`config.mk`:
```
export PLATFORM = sky130hd
export DESIGN_NAME = load_store_unit_flat
export DESIGN_NICKNAME = d
export VERILOG_FILES = /design/src/rtl/wishbone_if.sv /design/src/rtl/load_store_unit.sv /design/src/flat_wrapper.sv
export SDC_FILE = /design/constraint.sdc
export NUM_CORES = 1
export LEC_CHECK = 0
export ABC_CLOCK_PERIOD_IN_PS = 4500
export CAP_MARGIN = 25
export CORE_UTILIZATION = 36
export CTS_CLUSTER_DIAMETER = 200
export DETAILED_ROUTE_END_ITERATION = 8
export PLACE_DENSITY = 0.67
export SETUP_SLACK_MARGIN = 0.1
export SLEW_MARGIN = 25
export SYNTH_ARGS = -nofsm -noshare
export SYNTH_HDL_FRONTEND = slang
export SYNTH_SLANG_ARGS = --single-unit
export TNS_END_PERCENT = 20
```
`constraint.sdc`:
```
create_clock -name clk -period 4.5 [get_ports clk]
set_input_delay 1.125 -clock clk [delete_from_list [all_inputs] [get_ports clk]]
set_output_delay 1.125 -clock clk [all_outputs]
set_load 0.01 [all_outputs]
```
`src/rtl/wishbone_if.sv`:
```
// rtl/wishbone_if.sv - Wishbone classic bus bundle between the load/store unit and the data RAM
interface wishbone_if;
  logic        cycle;
  logic        strobe;
  logic        write_enable;
  logic [3:0]  select;
  logic [31:0] address;
  logic [31:0] data_in;
  logic        ack;
  logic [31:0] data_out;

  modport master (
    output cycle, strobe, write_enable, select, address, data_in,
    input  ack, data_out
  );

  modport slave (
    input  cycle, strobe, write_enable, select, address, data_in,
    output ack, data_out
  );
endinterface

```
`src/rtl/load_store_unit.sv`:
```
// rtl/load_store_unit.sv - CPU load/store request to single Wishbone classic cycle, with error response
module load_store_unit #(
  parameter int unsigned TIMEOUT_CYCLES = 255
) (
  input  logic        clk,
  input  logic        reset_n,
  input  logic        req_valid,
  output logic        req_ready,
  input  logic        req_write,
  input  logic [1:0]  req_size,
  input  logic        req_unsigned,
  input  logic [31:0] req_address,
  input  logic [31:0] req_wdata,
  output logic        resp_valid,
  output logic [31:0] resp_rdata,
  output logic        resp_error,
  wishbone_if.master  wishbone
);

  localparam int unsigned CW = (TIMEOUT_CYCLES > 0) ? $clog2(TIMEOUT_CYCLES + 1) : 1;
  localparam logic [CW-1:0] TERM_COUNT = CW'(TIMEOUT_CYCLES - 1);

  typedef enum logic [1:0] {
    S_IDLE = 2'd0,
    S_BUS  = 2'd1,
    S_RESP = 2'd2
  } state_e;

  state_e       state_q, state_d;
  logic         cyc_q, cyc_d;
  logic         we_q, we_d;
  logic [3:0]   sel_q, sel_d;
  logic [31:0]  adr_q, adr_d;
  logic [31:0]  wdat_q, wdat_d;
  logic [1:0]   off_q, off_d;
  logic [1:0]   size_q, size_d;
  logic         uns_q, uns_d;
  logic         write_q, write_d;
  logic [31:0]  rdata_q, rdata_d;
  logic         err_q, err_d;
  logic [CW-1:0] cnt_q, cnt_d;

  logic         misaligned;
  logic         timeout_hit;
  logic [7:0]   lane_b;
  logic [15:0]  lane_h;
  logic [31:0]  load_val;

  assign misaligned = (req_size == 2'b11) ||
                      ((req_size == 2'b01) && req_address[0]) ||
                      ((req_size == 2'b10) && (req_address[1:0] != 2'b00));

  // Terminal count is one less than the limit: BUS lasts exactly TIMEOUT_CYCLES cycles.
  assign timeout_hit = (TIMEOUT_CYCLES != 0) && (cnt_q == TERM_COUNT);

  assign lane_b = wishbone.data_out[{off_q, 3'b000} +: 8];
  assign lane_h = off_q[1] ? wishbone.data_out[31:16] : wishbone.data_out[15:0];

  always_comb begin
    load_val = wishbone.data_out;
    case (size_q)
      2'b00:   load_val = uns_q ? {24'h0, lane_b} : {{24{lane_b[7]}}, lane_b};
      2'b01:   load_val = uns_q ? {16'h0, lane_h} : {{16{lane_h[15]}}, lane_h};
      default: load_val = wishbone.data_out;
    endcase
  end

  always_comb begin
    state_d = state_q;
    cyc_d   = cyc_q;
    we_d    = we_q;
    sel_d   = sel_q;
    adr_d   = adr_q;
    wdat_d  = wdat_q;
    off_d   = off_q;
    size_d  = size_q;
    uns_d   = uns_q;
    write_d = write_q;
    rdata_d = rdata_q;
    err_d   = err_q;
    cnt_d   = cnt_q;

    case (state_q)
      S_IDLE: begin
        if (req_valid) begin
          off_d   = req_address[1:0];
          size_d  = req_size;
          uns_d   = req_unsigned;
          write_d = req_write;
          rdata_d = 32'h0;
          cnt_d   = '0;
          if (misaligned) begin
            err_d   = 1'b1;
            state_d = S_RESP;
          end else begin
            err_d   = 1'b0;
            cyc_d   = 1'b1;
            we_d    = req_write;
            adr_d   = {req_address[31:2], 2'b00};
            case (req_size)
              2'b00: begin
                sel_d  = 4'b0001 << req_address[1:0];
                wdat_d = {4{req_wdata[7:0]}};
              end
              2'b01: begin
                sel_d  = 4'b0011 << req_address[1:0];
                wdat_d = {2{req_wdata[15:0]}};
              end
              default: begin
                sel_d  = 4'b1111;
                wdat_d = req_wdata;
              end
            endcase
            state_d = S_BUS;
          end
        end
      end
      S_BUS: begin
        if (wishbone.ack) begin
          cyc_d   = 1'b0;
          we_d    = 1'b0;
          rdata_d = write_q ? 32'h0 : load_val;
          state_d = S_RESP;
        end else if (timeout_hit) begin
          cyc_d   = 1'b0;
          we_d    = 1'b0;
          err_d   = 1'b1;
          state_d = S_RESP;
        end else if (TIMEOUT_CYCLES != 0) begin
          cnt_d = cnt_q + CW'(1);
        end
      end
      S_RESP: begin
        rdata_d = 32'h0;
        err_d   = 1'b0;
        state_d = S_IDLE;
      end
      default: state_d = S_IDLE;
    endcase
  end

  always_ff @(posedge clk or negedge reset_n) begin
    if (!reset_n) begin
      state_q <= S_IDLE;
      cyc_q   <= 1'b0;
      we_q    <= 1'b0;
      sel_q   <= 4'h0;
      adr_q   <= 32'h0;
      wdat_q  <= 32'h0;
      off_q   <= 2'b00;
      size_q  <= 2'b00;
      uns_q   <= 1'b0;
      write_q <= 1'b0;
      rdata_q <= 32'h0;
      err_q   <= 1'b0;
      cnt_q   <= '0;
    end else begin
      state_q <= state_d;
      cyc_q   <= cyc_d;
      we_q    <= we_d;
      sel_q   <= sel_d;
      adr_q   <= adr_d;
      wdat_q  <= wdat_d;
      off_q   <= off_d;
      size_q  <= size_d;
      uns_q   <= uns_d;
      write_q <= write_d;
      rdata_q <= rdata_d;
      err_q   <= err_d;
      cnt_q   <= cnt_d;
    end
  end

  assign req_ready  = (state_q == S_IDLE);
  assign resp_valid = (state_q == S_RESP);
  assign resp_rdata = rdata_q;
  assign resp_error = err_q;

  assign wishbone.cycle        = cyc_q;
  assign wishbone.strobe       = cyc_q;
  assign wishbone.write_enable = we_q;
  assign wishbone.select       = sel_q;
  assign wishbone.address      = adr_q;
  assign wishbone.data_in      = wdat_q;

endmodule

```
`src/flat_wrapper.sv`:
```
// flat-port wrapper written by rule: the top's interface ports become plain ports
module load_store_unit_flat 
#(
  parameter int unsigned TIMEOUT_CYCLES = 255
)
  (clk, reset_n, req_valid, req_ready, req_write, req_size, req_unsigned, req_address, req_wdata, resp_valid, resp_rdata, resp_error, wishbone_cycle, wishbone_strobe, wishbone_write_enable, wishbone_select, wishbone_address, wishbone_data_in, wishbone_ack, wishbone_data_out);
  wishbone_if wishbone_i ();
  input  logic clk;
  input  logic reset_n;
  input  logic req_valid;
  output logic req_ready;
  input  logic req_write;
  input  logic [1:0] req_size;
  input  logic req_unsigned;
  input  logic [31:0] req_address;
  input  logic [31:0] req_wdata;
  output logic resp_valid;
  output logic [31:0] resp_rdata;
  output logic resp_error;
  output wire logic [$bits(wishbone_i.cycle)-1:0] wishbone_cycle;
  output wire logic [$bits(wishbone_i.strobe)-1:0] wishbone_strobe;
  output wire logic [$bits(wishbone_i.write_enable)-1:0] wishbone_write_enable;
  output wire logic [$bits(wishbone_i.select)-1:0] wishbone_select;
  output wire logic [$bits(wishbone_i.address)-1:0] wishbone_address;
  output wire logic [$bits(wishbone_i.data_in)-1:0] wishbone_data_in;
  input wire logic [$bits(wishbone_i.ack)-1:0] wishbone_ack;
  input wire logic [$bits(wishbone_i.data_out)-1:0] wishbone_data_out;
  assign wishbone_cycle = wishbone_i.cycle;
  assign wishbone_strobe = wishbone_i.strobe;
  assign wishbone_write_enable = wishbone_i.write_enable;
  assign wishbone_select = wishbone_i.select;
  assign wishbone_address = wishbone_i.address;
  assign wishbone_data_in = wishbone_i.data_in;
  assign wishbone_i.ack = wishbone_ack;
  assign wishbone_i.data_out = wishbone_data_out;
  load_store_unit #(.TIMEOUT_CYCLES(TIMEOUT_CYCLES)) u_core (.clk(clk), .reset_n(reset_n), .req_valid(req_valid), .req_ready(req_ready), .req_write(req_write), .req_size(req_size), .req_unsigned(req_unsigned), .req_address(req_address), .req_wdata(req_wdata), .resp_valid(resp_valid), .resp_rdata(resp_rdata), .resp_error(resp_error), .wishbone(wishbone_i));
endmodule
```
Word level (Yosys, flattened, before mapping)

Index checks and enable logic that the tools add are counted.

$add $sub $neg: 1
Multipliers: 0
Divide/modulo/power cells: 0
Order comparisons: 0
Equal/unequal tests: 14
Shift-type cells: 3
Multiplexer cells: 32
Bitwise operators: 1
Reductions and logical operators: 17

Operator list:

| kind                                                | count |
|---|---|
| 2-to-1 mux 32 bit                                   | 5 |
| one-hot mux 32 bit (2 select lines)                 | 2 |
| one-hot mux 32 bit (3 select lines)                 | 1 |
| indexed part select 32 x 6 -> 8 bit                 | 1 |
| 2-to-1 mux 8 bit                                    | 3 |
| 2-to-1 mux 16 bit                                   | 1 |
| one-hot mux 8 bit (2 select lines)                  | 1 |
| AND reduction 4 bit                                 | 3 |
| 2-to-1 mux 1 bit                                    | 10 |
| inequality test 2 bit, second input constant        | 5 |
| adder 8 x 1 -> 8 bit, second input constant         | 1 |
| equality test 8 bit, second input constant          | 1 |
| 2-to-1 mux 2 bit                                    | 4 |
| one-hot mux 4 bit (2 select lines)                  | 1 |
| equality test 2 x 1 -> 1 bit, second input constant | 3 |
| equality test 2 bit, second input constant          | 3 |
| zero test 2 bit                                     | 3 |
| AND reduction 3 bit                                 | 2 |
| one-hot mux 1 bit (2 select lines)                  | 2 |
| one-hot mux 2 bit (2 select lines)                  | 1 |
| AND reduction 2 bit                                 | 2 |
| nonzero test 2 bit                                  | 2 |
| << shifter 1 x 2 -> 4 bit, first input constant     | 1 |
| << shifter 2 x 2 -> 4 bit, first input constant     | 1 |
| 7 further kinds                                     | 9 |

Flip-flop bits (word level): 117
Bits in latches: 0
Bits in writable memories: 0
ROM bits: 0
Bits of input ports: 104
Output and inout bits: 106
Memories: 0

Longest topological paths before layout

Gate-level depths: netlist of the first run.

Depth in word-level cells: 7
Gate-level depth with buffers: 10
Depth with buffers taken out: 6

Worst setup path after synthesis of the first run

Ideal clock, no wire load.

Path type: input port to flip-flop
From: input port req_address[0]
To: register u_core.adr_q[30] (netlist: u_core.wishbone.address[30])
Arrival time: 2,224 ps
Data required time: 4,375 ps
Path slack: 2,152 ps
Stages on the path: 6
Cells stage by stage: clkbuf_2 > a21oi_1 > o21bai_1 > buf_2 > buf_2 > mux2_2

Longest elaborated chain between the ends: 5

Ends and longest elaborated chain:

| item                                                           | line                                         | source |
|---|---|---|
| from (decl)                                                    | flat_wrapper.sv:15                           | `input logic [31:0] req_address;` |
| nonzero test 2 bit / logical AND 1 bit (equally long branches) | load_store_unit.sv:51, load_store_unit.sv:50 |  |
| logical AND 1 bit / logical OR 1 bit (equally long branches)   | load_store_unit.sv:51, load_store_unit.sv:49 |  |
| logical OR 1 bit (*)                                           | load_store_unit.sv:50                        | `((req_size == 2'b01) && req_address[0]) \|\|` |
| inverter 1 bit (no line) (*)                                   | --                                           |  |
| AND reduction 3 bit (no line) (*)                              | --                                           |  |
| to (signal assigned)                                           | load_store_unit.sv:162                       | `adr_q <= adr_d;` |
| to (decl)                                                      | load_store_unit.sv:33                        | `logic [31:0] adr_q, adr_d;` |

Mark *: on every way between the ends. The rest lies on a longest branch, timed or not.
A chain may end at the register's enable or synchronous reset.

Worst setup path after layout of the first run

From: input port req_valid
To: register u_core.adr_q[2] (netlist: u_core.wishbone.address[2])

Longest elaborated chain between the ends: 1

Ends and longest elaborated chain:

| item                          | line               | source |
|---|---|---|
| from (decl)                   | flat_wrapper.sv:10 | `input logic req_valid;` |
| AND reduction 3 bit (no line) | --                 |  |

No other way between the ends.

==> results.yml, run 1 <==
status:
  status: "finished, final reports clean"
timing:
  setup_slack_ns: 1.44
  rsz0062_at_grt: "no"
  hold_viol_final: 0
  setup_tns_ns: 0
  fin_crit_sh_pct: 68.1
  fin_skew_ns: 0.00759
  maxSlewHeadroom_pct: 42.5
  setup_viol: 0
  post-route-min-period_ns: 3.06
  worstMarginPinSlew_ns: 0.862
  max_freq_mhz: 326
  finalMaxSlewViolations: 0
yosys:
  dominantRegCellSynth: "dfrtp_1"
  postSynthAreaPerCell_sq_um: 11.4
  yosysUniqueCellTypes: 57
  ys_seq_elements: 117
  synthCells: 489
  yosysWarnings: 0
  async_flop_share_pct: 100
  syn_area_sq_um: 5590
  synth-edff-count: 0
  ys_seq_area_share_pct: 52.4
setup_path:
  crit_end: "u_core.wishbone.address[2]"
  critPathLaunch: "req_valid"
  worstPathRequired_ns: 4.80
  end_kind: "register"
  rrSetupSlack_ns: 1.90
  path_class: "in2reg"
  r2r_end: "u_core.wishbone.address[2]"
  startpoint_type: "input port"
  crit_path_max_fanout: 38
  r2r_cells: 7
  crit-reg2reg-launch: "u_core.state_q[0]"
  arrival_ns: 3.36
floorplanning:
  initial_utilization_pct: 36.8
  fp.dieW_microns: 127
  core_area_sq_um: 15200
  rows: 45
  io-pin-count: 210
  die_h_microns: 127
  die-area_sq_um: 16000
grt:
  grt_pass1_wl_mm: 24.9
  antenna_found_initial: 0
  grt.total_usage_pct: 20.3
  grt_max_degree: 65
  grt-ovfl-total: 0
  first_global_vias: 4751
detailed_routing:
  drt_iter0_drc: 234
  vias: 4663
  wl_met3_mm: 1.56
  drc: 0
  wire_per_inst_microns: 17.8
  wirelength_mm: 15.8
  firstDrtPassIters: 4
  via_per_inst: 5.24
  top_layer: "met4"
  met2_length_mm: 7.55
  wl_met1_mm: 6.55
  drtAntennaViolNets: 0
final_layout:
  most-common-layout-cells: "clkdlybuf4s50_1, dfrtp_1, mux2_2"
  fillers: 1281
  final_cells: 890
  antennaDiodeCount: 0
  synthToLayoutAreaGrowth_pct: 50.9
  drive_gt1_share_pct: 15.2
  final_common_cell: "clkdlybuf4s50_1"
  fin_nets: 799
hold_path:
  holdCritPathClass: "reg2reg"
clock_network:
  cts.sinks: 117
  cts_tree: "yes"
  clk_pin_slew_ns: 0.05
  cts_buffers: 17
  cts_root_buf: "clkbuf_16"
  clockBufferDepth: 2
  hold_buffers: 0
  cts_setup_buffers: 0
  clk_latency_ns: 0.41
  cts_resized: 0
  htree_levels: 4
power:
  p_leak_nw: 3.55
  vdd_ir_drop_max_v: 0.000368
  cellPowerDensity_nw_per_um2: 609
placement:
  dp_cells: 857
  routabilityCongestion: 0.814
  numPortBuffers: 207
  pre_cts_ws_ns: 0.716
  hpwl_mm: 11.4
flow_run:
  maxCapViolations: 0
[Yosys cell counts (4+ instances only)]
master	count	area (sq um)
buf_2	13	65.1
buf_4	4	30.0
nand3_1	7	35.0
dfrtp_1	117	2930
nor3_1	8	40.0
nand2_1	37	139
o21ai_0	50	250
inv_1	5	18.8
nor2b_1	6	37.5
o2bb2ai_1	16	140
mux2_2	52	586
mux2i_1	26	260
a21boi_0	9	67.6
a21oi_1	20	100
o31ai_1	4	30.0
nor2_1	21	78.8
ha_1	6	75.1
clkbuf_1	11	41.3
o21a_1	8	60.1
a221o_1	16	160
[state kept, by name, indices dropped and copies added, names as in the netlist]
name	count
u_core.state_q	2
u_core.wishbone.data_in	32
u_core.uns_q	1
u_core.wishbone.write_enable	1
u_core.wishbone.cycle	1
u_core.resp_error	1
u_core.cnt_q	8
u_core.size_q	2
u_core.wishbone.address	30
u_core.write_q	1
u_core.resp_rdata	32
u_core.off_q	2
u_core.wishbone.select	4
[how the worst min path moves through the flow]
| stage | from | end | cells after the start |
|---|---|---|---|
| global route | u_core.resp_rdata[4] | u_core.resp_rdata[4] | 1 |
| detailed placement | u_core.wishbone.data_in[13] | u_core.wishbone.data_in[13] | 2 |
| finish | u_core.wishbone.data_in[18] | u_core.wishbone.data_in[18] | 2 |
| global placement | u_core.wishbone.data_in[21] | u_core.wishbone.data_in[21] | 2 |
| CTS | u_core.wishbone.data_in[13] | u_core.wishbone.data_in[13] | 2 |
| floorplan | u_core.cnt_q[4] | u_core.cnt_q[4] | 2 |
[stage by stage]
step / power (mW) / utilization (%) / area [sq um] / hold slack [ns]
floorplan: 2.65 / - / 5590 / 0.480
global placement: 3.64 / 51.1 / 7770 / 0.462
detailed placement: 3.69 / 51.1 / 7770 / 0.470
CTS: 5.18 / 55.3 / 8410 / 0.482
global route: 5.42 / 55.5 / 8430 / 0.497
finish: 5.13 / 55.5 / 8430 / 0.478
[final cells by class]
cell class                      count  area [sq um]  share of cell area [%]
Sequential cell                   117          2930                    34.7
Multi-Input combinational cell    330          2450                    29.1
Timing Repair Buffer              216          2160                    25.6
Clock buffer                       22           484                    5.74
Tap cell                          188           235                    2.79
Clock inverter                     10           150                    1.78
Inverter                            7          26.3                   0.312
[cell families (layout without fill, tap and decap cells)]
logic type      Yosys count  count (layout)  share of synthesized area, %
compound gates          141             141                          17.3
xor+xnor                  1               1                         0.157
fa+ha+maj                 6               6                          1.34
buf+inv                  43             255                          4.10
flops                   117             117                          52.4
mux                      79              79                          15.4
other cells               1               2                        0.0671
simple gates            101             101                          9.22
[worst max-delay path, stage by stage]
cell	delay, ns
clkdlybuf4s50_1	0.55
nand2_1	0.40
o21bai_4	0.34
buf_16	0.24
buf_4	0.30
mux2_2	0.37
[power by group]
part / total (mW) / switching (mW) / internal (mW)
clock network: 1.45 / 0.469 / 0.979
logic: 1.99 / 0.889 / 1.10
registers: 1.69 / 0.273 / 1.42
total: 5.13 / 1.63 / 3.50
[routing by layer]
layer  global-route usage (%)  vias up
li1                         -     2183
met1                     23.8     2273
met2                     33.0      194
met3                     9.15       13
met4                     6.95        0
met5                        0        -
(Power assumes the default switching activity.)
==> run 2, diff against run 1 <==
- ABC_CLOCK_PERIOD_IN_PS: 4500 -> 2900
- clock period: 4.5 -> 2.9 ns (I/O delays scaled with it)
==> run 2 against run 1 <==
Routed wire length decreased by 1.1%; first-iteration DRC count increased by 16%; sequential power increased by 56%; largest power group unchanged.
==> results.yml, run 2 (synthesis results as in run 1) <==
floorplanning:
  initial_utilization_pct: 36.8
  die_h_microns: 127
  die-area_sq_um: 16000
  rows: 45
  core_area_sq_um: 15200
  io-pin-count: 210
  fp.dieW_microns: 127
final_layout:
  final_common_cell: "clkdlybuf4s50_1"
  fin_nets: 801
  synthToLayoutAreaGrowth_pct: 49.8
  drive_gt1_share_pct: 14.7
  most-common-layout-cells: "clkdlybuf4s50_1, dfrtp_1, mux2_2"
  utilization_pct: 55.1
  antennaDiodeCount: 0
detailed_routing:
  wl_met1_mm: 6.41
  firstDrtPassIters: 4
  drc: 0
  drtAntennaViolNets: 0
  vias: 4701
  met2_length_mm: 7.38
  wl_met3_mm: 1.57
  wirelength_mm: 15.6
  drt_iter0_drc: 272
  wire_per_inst_microns: 17.6
  top_layer: "met4"
  via_per_inst: 5.29
setup_path:
  cp_slowest_cell: "clkdlybuf4s50_1"
  startpoint_type: "register"
  rrSetupSlack_ns: 0.62
  path_class: "reg2out"
  worstPathCellList: "inv_1, ha_1, clkdlybuf4s50_1"
  crit_path_max_fanout: 9
  worstPathRequired_ns: 2.17
  end_kind: "primary output"
  arrival_ns: 1.93
  crit_path_max_incr_delay_ns: 0.62
grt:
  antenna_found_initial: 0
  grt-ovfl-total: 0
  first_global_vias: 4900
  grt_pass1_wl_mm: 25.1
  grt.total_usage_pct: 20.4
  grt_max_degree: 118
clock_network:
  hold_buffers: 0
  clk_pin_slew_ns: 0.05
  cts_setup_buffers: 0
  cts_resized: 0
  clockBufferDepth: 2
  cts_buffers: 17
  htree_levels: 4
  cts_root_buf: "clkbuf_16"
  cts.sinks: 117
  cts_tree: "yes"
  clk_latency_ns: 0.42
power:
  cellPowerDensity_nw_per_um2: 922
  vdd_ir_drop_max_v: 0.000450
  p_leak_nw: 3.52
placement:
  hpwl_mm: 11.2
  numPortBuffers: 207
  routabilityCongestion: 0.852
timing:
  worstMarginPinSlew_ns: 0.676
  maxSlewHeadroom_pct: 54.9
  post-route-min-period_ns: 2.65
  whs_ns: 0.360
  setup_tns_ns: 0
  fin_crit_sh_pct: 91.5
  hold_viol_final: 0
  finalMaxSlewViolations: 0
  rsz0062_at_grt: "no"
  max_freq_mhz: 377
  setup_viol: 0
  fin_skew_ns: 0.0105
hold_path:
  holdCritPathClass: "in2async"
flow_run:
  maxCapViolations: 0
status:
  status: "finished, final reports clean"
## run 2: cell count changes in the layout (fill, tap and decap cells not counted)
cell	change
bufinv_16	-2
clkbuf_1	+3
buf_16	-1
clkinv_2	-3
buf_12	+2
clkbuf_8	-1
buf_4	+1
## run 2: report_power, final
group / internal (mW) / switching, mW / total [mW]
logic: 1.71 / 1.37 / 3.08
registers: 2.21 / 0.418 / 2.63
clock network: 1.31 / 0.703 / 2.01
## run 2: metrics by stage
stage / cell area (sq um) / total power, mW / worst slack, ns / instances
3_3_place_gp: 7820 / 5.67 / 0.352 / 860
3_5_place_dp: 7820 / 5.73 / 0.329 / 860
6_report: 8380 / 7.72 / 0.246 / 889
5_1_grt: 8380 / 8.17 / 0.167 / 889
4_1_cts: 8380 / 7.80 / 0.208 / 889
2_1_floorplan: 5590 / 4.12 / 0.952 / 490
## run 2: critical path: cells and delay by family (launching register included)
family | cells | cell delay, ns
buffers and inverters | 2 | 0.73
DFF | 1 | 0.40
adders and majority gates | 1 | 0.39
## run 2: layout make-up
class	count	area [sq um]
Inverter	7	26.3
Multi-Input combinational cell	330	2450
Fill cell	1312	6830
Clock buffer	24	482
Sequential cell	117	2930
Timing Repair Buffer	218	2180
Tap cell	188	235
Clock inverter	5	75.1
## run 2: final timing paths
check,start,to,cells after the start
max,u_core.state_q[1],req_ready,3
min,reset_n,u_core.resp_rdata[19],2
max reg2reg,u_core.state_q[1],u_core.resp_rdata[31],7
min reg2reg,u_core.wishbone.data_in[14],u_core.wishbone.data_in[14],2
max in group asynchronous,reset_n,u_core.state_q[1],2
min in group clk,u_core.wishbone.data_in[14],u_core.wishbone.data_in[14],2
## run 2: layer usage
layer	global-route usage, %	up-vias
li1	-	2189
met1	23.9	2284
met2	32.5	205
met3	8.73	23
met4	9.00	0
met5	0	-
==> run 3, diff against run 2 <==
- SKIP_LAST_GASP: unset -> 1
==> results of run 3 <==
The final DEF is identical to that of run 2; final timing and power are the same.
